`src/rtl/traffic_controller_if.sv`:
```
// traffic_controller_if
//   Groups the sensor inputs and signal-head outputs of the traffic
//   controller into one bundle.
//
//   Handshake: pedReq/pedAck is a request/acknowledge pair, not a stalling
//   valid/ready pair. The controller samples pedReq on every rising edge, and
//   any 1 latches a pending request, so a one-cycle pulse is enough. A request
//   stays pending until it is serviced. pedAck is a registered one-cycle pulse
//   in the first WALK cycle of that service. The requester never waits on
//   pedAck and may deassert pedReq at any time.
//
//   Signals
//     sideCarPresent  master->slave  side-road vehicle sensor (level)
//     pedReq          master->slave  pedestrian request (pulse or level)
//     mainCarControl  slave->master  main-road head: 0 red, 1 yellow, 2 green
//     sideCarControl  slave->master  side-road head: 0 red, 1 yellow, 2 green
//     walkSignal      slave->master  pedestrian walk lamp
//     pedAck          slave->master  one-cycle service acknowledge
//     stateOut        slave->master  FSM state encoding (debug)
interface traffic_controller_if;
  logic       sideCarPresent;
  logic       pedReq;
  logic [1:0] mainCarControl;
  logic [1:0] sideCarControl;
  logic       walkSignal;
  logic       pedAck;
  logic [2:0] stateOut;

  modport master (
    output sideCarPresent, pedReq,
    input  mainCarControl, sideCarControl, walkSignal, pedAck, stateOut
  );

  modport slave (
    input  sideCarPresent, pedReq,
    output mainCarControl, sideCarControl, walkSignal, pedAck, stateOut
  );
endinterface

```
`src/rtl/traffic_controller.sv`:
```
// traffic_controller
//   Two-road intersection controller with a pedestrian phase. The main road
//   rests on green. Side-road demand, or a latched pedestrian request, ends
//   the main green once MIN_GREEN has elapsed. Every change of right-of-way
//   passes through an all-red clearance state.
//
//   Ports
//     clk    rising-edge clock
//     rst_n  asynchronous active-low reset; forces ALLRED_B
//     bus    traffic_controller_if.slave (sensor inputs, signal outputs, debug state)
//
//   All timings are in clock cycles, and every parameter must be 1 or more.
//   The car-signal, walk and stateOut outputs are decoded from the state
//   register only. pedAck is a separate register.
module traffic_controller #(
  parameter int MIN_GREEN    = 4,
  parameter int GREEN_TICKS  = 6,
  parameter int YELLOW_TICKS = 2,
  parameter int ALLRED_TICKS = 1,
  parameter int WALK_TICKS   = 3
) (
  input logic clk,
  input logic rst_n,
  traffic_controller_if.slave bus
);

  localparam int CW = 16;

  // A timed state of length N loads N-1 on entry and exits on the edge
  // where the counter reads 0.
  localparam logic [CW-1:0] LD_MIN    = CW'(MIN_GREEN - 1);
  localparam logic [CW-1:0] LD_GREEN  = CW'(GREEN_TICKS - 1);
  localparam logic [CW-1:0] LD_YELLOW = CW'(YELLOW_TICKS - 1);
  localparam logic [CW-1:0] LD_ALLRED = CW'(ALLRED_TICKS - 1);
  localparam logic [CW-1:0] LD_WALK   = CW'(WALK_TICKS - 1);

  typedef enum logic [2:0] {
    MAIN_GREEN  = 3'd0,
    MAIN_YELLOW = 3'd1,
    ALLRED_A    = 3'd2,
    WALK        = 3'd3,
    SIDE_GREEN  = 3'd4,
    SIDE_YELLOW = 3'd5,
    ALLRED_B    = 3'd6
  } state_t;

  state_t        state, stateNext;
  logic [CW-1:0] cnt, cntNext;
  logic          pedPending, pedPendingNext;
  logic          pedAckReg;
  logic          cntZero;
  logic          enterWalk;

  assign cntZero   = (cnt == '0);
  assign enterWalk = (stateNext == WALK) && (state != WALK);

  // A request that arrives on the WALK-entry edge is covered by that walk,
  // so clearing takes priority over setting.
  assign pedPendingNext = enterWalk ? 1'b0 : (bus.pedReq ? 1'b1 : pedPending);

  always_ff @(posedge clk or negedge rst_n) begin
    if (!rst_n) begin
      state      <= ALLRED_B;
      cnt        <= LD_ALLRED;
      pedPending <= 1'b0;
      pedAckReg  <= 1'b0;
    end else begin
      state      <= stateNext;
      cnt        <= cntNext;
      pedPending <= pedPendingNext;
      pedAckReg  <= enterWalk;
    end
  end

  always_comb begin
    stateNext = state;
    cntNext   = cnt;
    case (state)
      MAIN_GREEN: begin
        // After MIN_GREEN the counter parks at 0 until demand appears.
        if (!cntZero) begin
          cntNext = cnt - CW'(1);
        end else if (bus.sideCarPresent || pedPending) begin
          stateNext = MAIN_YELLOW;
          cntNext   = LD_YELLOW;
        end
      end
      MAIN_YELLOW: begin
        if (cntZero) begin
          stateNext = ALLRED_A;
          cntNext   = LD_ALLRED;
        end else begin
          cntNext = cnt - CW'(1);
        end
      end
      ALLRED_A: begin
        if (cntZero) begin
          if (pedPending) begin
            stateNext = WALK;
            cntNext   = LD_WALK;
          end else begin
            stateNext = SIDE_GREEN;
            cntNext   = LD_GREEN;
          end
        end else begin
          cntNext = cnt - CW'(1);
        end
      end
      WALK: begin
        // Both car heads are red during WALK, so either road may follow it
        // directly.
        if (cntZero) begin
          if (bus.sideCarPresent) begin
            stateNext = SIDE_GREEN;
            cntNext   = LD_GREEN;
          end else begin
            stateNext = MAIN_GREEN;
            cntNext   = LD_MIN;
          end
        end else begin
          cntNext = cnt - CW'(1);
        end
      end
      SIDE_GREEN: begin
        if (cntZero) begin
          stateNext = SIDE_YELLOW;
          cntNext   = LD_YELLOW;
        end else begin
          cntNext = cnt - CW'(1);
        end
      end
      SIDE_YELLOW: begin
        if (cntZero) begin
          stateNext = ALLRED_B;
          cntNext   = LD_ALLRED;
        end else begin
          cntNext = cnt - CW'(1);
        end
      end
      ALLRED_B: begin
        if (cntZero) begin
          stateNext = MAIN_GREEN;
          cntNext   = LD_MIN;
        end else begin
          cntNext = cnt - CW'(1);
        end
      end
      default: begin
        // Encoding 7 is unreachable. Recover through a full all-red interval.
        stateNext = ALLRED_B;
        cntNext   = LD_ALLRED;
      end
    endcase
  end

  always_comb begin
    bus.mainCarControl = 2'd0;
    bus.sideCarControl = 2'd0;
    bus.walkSignal     = 1'b0;
    case (state)
      MAIN_GREEN:  bus.mainCarControl = 2'd2;
      MAIN_YELLOW: bus.mainCarControl = 2'd1;
      SIDE_GREEN:  bus.sideCarControl = 2'd2;
      SIDE_YELLOW: bus.sideCarControl = 2'd1;
      WALK:        bus.walkSignal     = 1'b1;
      default: ;
    endcase
  end

  assign bus.stateOut = state;
  assign bus.pedAck   = pedAckReg;

endmodule

```
`src/flat_wrapper.sv`:
```
// flat-port wrapper written by rule: the top's interface ports become plain ports
module traffic_controller_flat 
#(
  parameter int MIN_GREEN    = 4,
  parameter int GREEN_TICKS  = 6,
  parameter int YELLOW_TICKS = 2,
  parameter int ALLRED_TICKS = 1,
  parameter int WALK_TICKS   = 3
)
  (clk, rst_n, bus_sideCarPresent, bus_pedReq, bus_mainCarControl, bus_sideCarControl, bus_walkSignal, bus_pedAck, bus_stateOut);
  traffic_controller_if bus_i ();
  input logic clk;
  input logic rst_n;
  input wire logic [$bits(bus_i.sideCarPresent)-1:0] bus_sideCarPresent;
  input wire logic [$bits(bus_i.pedReq)-1:0] bus_pedReq;
  output wire logic [$bits(bus_i.mainCarControl)-1:0] bus_mainCarControl;
  output wire logic [$bits(bus_i.sideCarControl)-1:0] bus_sideCarControl;
  output wire logic [$bits(bus_i.walkSignal)-1:0] bus_walkSignal;
  output wire logic [$bits(bus_i.pedAck)-1:0] bus_pedAck;
  output wire logic [$bits(bus_i.stateOut)-1:0] bus_stateOut;
  assign bus_i.sideCarPresent = bus_sideCarPresent;
  assign bus_i.pedReq = bus_pedReq;
  assign bus_mainCarControl = bus_i.mainCarControl;
  assign bus_sideCarControl = bus_i.sideCarControl;
  assign bus_walkSignal = bus_i.walkSignal;
  assign bus_pedAck = bus_i.pedAck;
  assign bus_stateOut = bus_i.stateOut;
  traffic_controller #(.MIN_GREEN(MIN_GREEN), .GREEN_TICKS(GREEN_TICKS), .YELLOW_TICKS(YELLOW_TICKS), .ALLRED_TICKS(ALLRED_TICKS), .WALK_TICKS(WALK_TICKS)) u_core (.clk(clk), .rst_n(rst_n), .bus(bus_i));
endmodule
```
`config.mk`:
```
export PLATFORM = sky130hd
export DESIGN_NAME = traffic_controller_flat
export DESIGN_NICKNAME = d
export VERILOG_FILES = /design/src/rtl/traffic_controller_if.sv /design/src/rtl/traffic_controller.sv /design/src/flat_wrapper.sv
export SDC_FILE = /design/constraint.sdc
export NUM_CORES = 1
export LEC_CHECK = 0
export ABC_AREA = 1
export ABC_CLOCK_PERIOD_IN_PS = 4300
export BUFFER_PORTS_ARGS = -buffer_cell sky130_fd_sc_hd__buf_2
export CAP_MARGIN = 20
export CORE_AREA = 10 10 59 61
export CTS_CLUSTER_DIAMETER = 120
export DETAILED_ROUTE_END_ITERATION = 16
export DIE_AREA = 0 0 69 71
export PLACE_DENSITY_LB_ADDON = 0.15
export SYNTH_ARGS = -nofsm -noshare
export SYNTH_HDL_FRONTEND = slang
export SYNTH_SLANG_ARGS = --single-unit
```
`constraint.sdc`:
```
create_clock -name clk -period 4.3 [get_ports clk]
set_input_delay 0.43 -clock clk [delete_from_list [all_inputs] [get_ports clk]]
set_output_delay 0.43 -clock clk [all_outputs]
set_load 0.02 [all_outputs]
```
==> results.yml <==
outcome:
  status: "finished, final reports clean"
synth:
  seq_area_frac_synth_pct: 36.4
  yosysTopAreaCell: "dfrtp_1"
  syn_avg_cell_area_um2: 7.36
  netlist_instances: 197
  synth_top_area_share_pct: 32.8
  yosys_warnings: 0
  synth.distinct_cells: 29
  synth_enable_flop_cells: 0
  synth_nets: 202
  yosysMostFrequentCell: "nand2_1"
  ys_ff_latch: 21
  synth_area_leaders: "dfrtp_1 33%, nand2_1 12%, nor2_1 8.8%"
  yosys_most_used_dff: "dfrtp_1"
  async_flop_share_pct: 100
  yosys-top-cells-count: "46 x nand2_1, 34 x nor2_1, 26 x inv_1"
  synth_area_um2: 1450
critical_path:
  crit_type: "reg -> out"
  r2r-end: "u_core.cnt[1]"
  cp-endpoint: "bus_mainCarControl[1]"
  rrSetupSlack_ns: 2.68
  cp.required_ns: 3.87
  endpoint_kind: "output port"
  cp-startpoint: "u_core.bus.stateOut[2]"
  worst-r2r-cell-count: 9
  cp-start-kind: "flop"
  crit_fanout: 8
  r2r_start: "u_core.cnt[0]"
  arrival_ns: 1.42
clock_network:
  cts_tree: "built"
  postCtsSetupBuffers: 0
  clk_latency_ns: 0.30
  cts_hold_buf: 0
  clockRootBuffer: "clkbuf_4"
  cts.sinks: 21
  clockBufferDepth: 2
  postCtsResizedCells: 0
  h-tree-depth: 1
  clk_pin_slew_ns: 0.12
  numCtsBuffers: 3
global_route:
  grt_start_max_net_pins: 22
  antenna_found_initial: 0
  gr-total-overflow: 0
  grt_pass1_vias: 1267
  grt_pass1_wl_um: 5260
  grt_usage_pct: 12.4
timing:
  slew_headroom_pct: 67.6
  slew_viol_final: 0
  rsz0062_at_grt: "false"
  final-hold-violation-count: 0
  clock.fmax_ghz: 0.541
  fin_crit_ns: 1.85
  worstMarginPinSlew_ns: 0.486
  post-route-period-util_pct: 43.0
  setup_violations: 0
  skew_ns: 0.00907
  setup_tns_ns: 0
die:
  fp.dieW_um: 69
  core-area_um2: 2390
  initial_core_util_pct: 60.7
  rows: 18
  num_io_pins: 13
  dieArea_um2: 4900
  die_h_um: 71
power:
  p_leak_uw: 0.000838
  ir_drop_mv: 0.180
  p_per_area_nw_per_um2: 189
  finalPower_uw: 297
detailed_routing:
  final_antenna_net_count: 0
  drt_iter0_markers: 97
  dr_total_vias: 1247
  wl_per_cell_um: 12.5
  totalWireLength_um: 3050
  route.detailed.drc: 0
  vias_per_cell: 5.13
  first_pass_iters: 4
min_path:
  hold_path.class: "in -> async"
placement:
  io_buffers: 12
  place_hpwl_um: 2390
  gp_congestion: 0.889
flow_run:
  cap_violations: 0
layout:
  drive_above_1_share_pct: 21.6
  fin_nets: 219
  syn2layout_area_growth_pct: 8.54
  utilization_pct: 65.9
  num_antenna_cells: 0
[stage by stage]
step	instances	setup WS [ns]	area, µm²	hold slack, ns
global route	243	2.39	1570	0.0768
finish	243	2.45	1570	0.0668
global placement	239	2.73	1550	0.405
detailed placement	239	2.70	1550	0.411
CTS	243	2.46	1570	0.0635
floorplan	197	2.83	1450	0.134
[worst min-delay path by stage]
stage | depth (start not counted) | start | to | slack, ns
final | 1 | rst_n | u_core.cnt[10] | 0.07
after global placement | 1 | rst_n | u_core.cnt[13] | 0.40
after CTS | 1 | rst_n | u_core.cnt[13] | 0.06
after global routing | 1 | rst_n | u_core.cnt[13] | 0.08
after floorplan | 0 | rst_n | u_core.bus.pedAck | 0.13
after detailed placement | 1 | rst_n | u_core.cnt[13] | 0.41
[logic make-up (layout without fill, tap and decap cells)]
family	count (synthesis)	after routing	synth area share, %
AO/OA/AOI/OAI	18	18	7.51
XOR/XNOR	4	4	2.42
adder cells (fa/ha/maj)	1	1	0.863
buffers and inverters	30	46	8.02
flip-flops	21	21	36.4
AND/OR/NAND/NOR	123	123	44.8
[placed cells by master, fill, tap and decap left out]
cell type | Yosys | routed
nor2_8 | 2 | 2
o21ai_2 | 2 | 2
clkbuf_1 | 0 | 1
ha_1 | 1 | 1
nand3_1 | 16 | 16
nand4_1 | 2 | 2
o21bai_1 | 4 | 4
clkbuf_4 | 0 | 3
xnor2_1 | 1 | 1
nor2_1 | 34 | 34
nor2_2 | 4 | 4
xor2_1 | 3 | 3
inv_4 | 1 | 1
a31oi_1 | 1 | 1
inv_2 | 1 | 1
nor3_2 | 1 | 1
dfstp_2 | 2 | 2
dfrtp_1 | 19 | 19
nand2_8 | 2 | 2
nand3_4 | 2 | 2
inv_1 | 26 | 26
a21oi_1 | 8 | 8
nor3_1 | 1 | 1
nand2_1 | 46 | 46
nand2_4 | 2 | 2
buf_2 | 0 | 12
clkinv_1 | 1 | 1
or2_2 | 2 | 2
nand2_2 | 7 | 7
nor2_4 | 2 | 2
clkinv_2 | 1 | 1
o21ai_0 | 3 | 3
[registers in the layout (all words and copies together) (netlist names)]
name                 cells
u_core.cnt              16
u_core.bus.stateOut      3
u_core.pedPending        1
u_core.bus.pedAck        1
[report_power, final]
| group | leakage (µW) | internal [µW] | switching [µW] |
|---|---|---|---|
| Combinational | 0.000589 | 0.985 | 4.44 |
| Clock | 0.0000150 | 36.1 | 57.9 |
| Sequential | 0.000235 | 198 | 0.0000000000000592 |
[metal layers]
layer | track usage, % | up-vias | routed length [µm]
met5 | 0 | - | 0
met3 | 2.79 | 8 | 134
met4 | 5.15 | 0 | 70
met1 | 14.0 | 559 | 1370
met2 | 22.0 | 36 | 1470
li1 | - | 644 | -
[worst max-delay path: stages, from the launching register on]
cell and delay, ns:
dfstp_2 0.63, inv_1 0.11, nand2_1 0.12, inv_1 0.09, buf_2 0.16
[final cells by class]
cell class | count | area (µm²)
sequential | 21 | 528
inverter | 30 | 116
multi-input combinational | 146 | 806
clock buffer | 4 | 26.3
fill | 210 | 813
timing repair buffer | 12 | 60.1
tap | 30 | 37.5
Power figures use the tool's default switching activity.
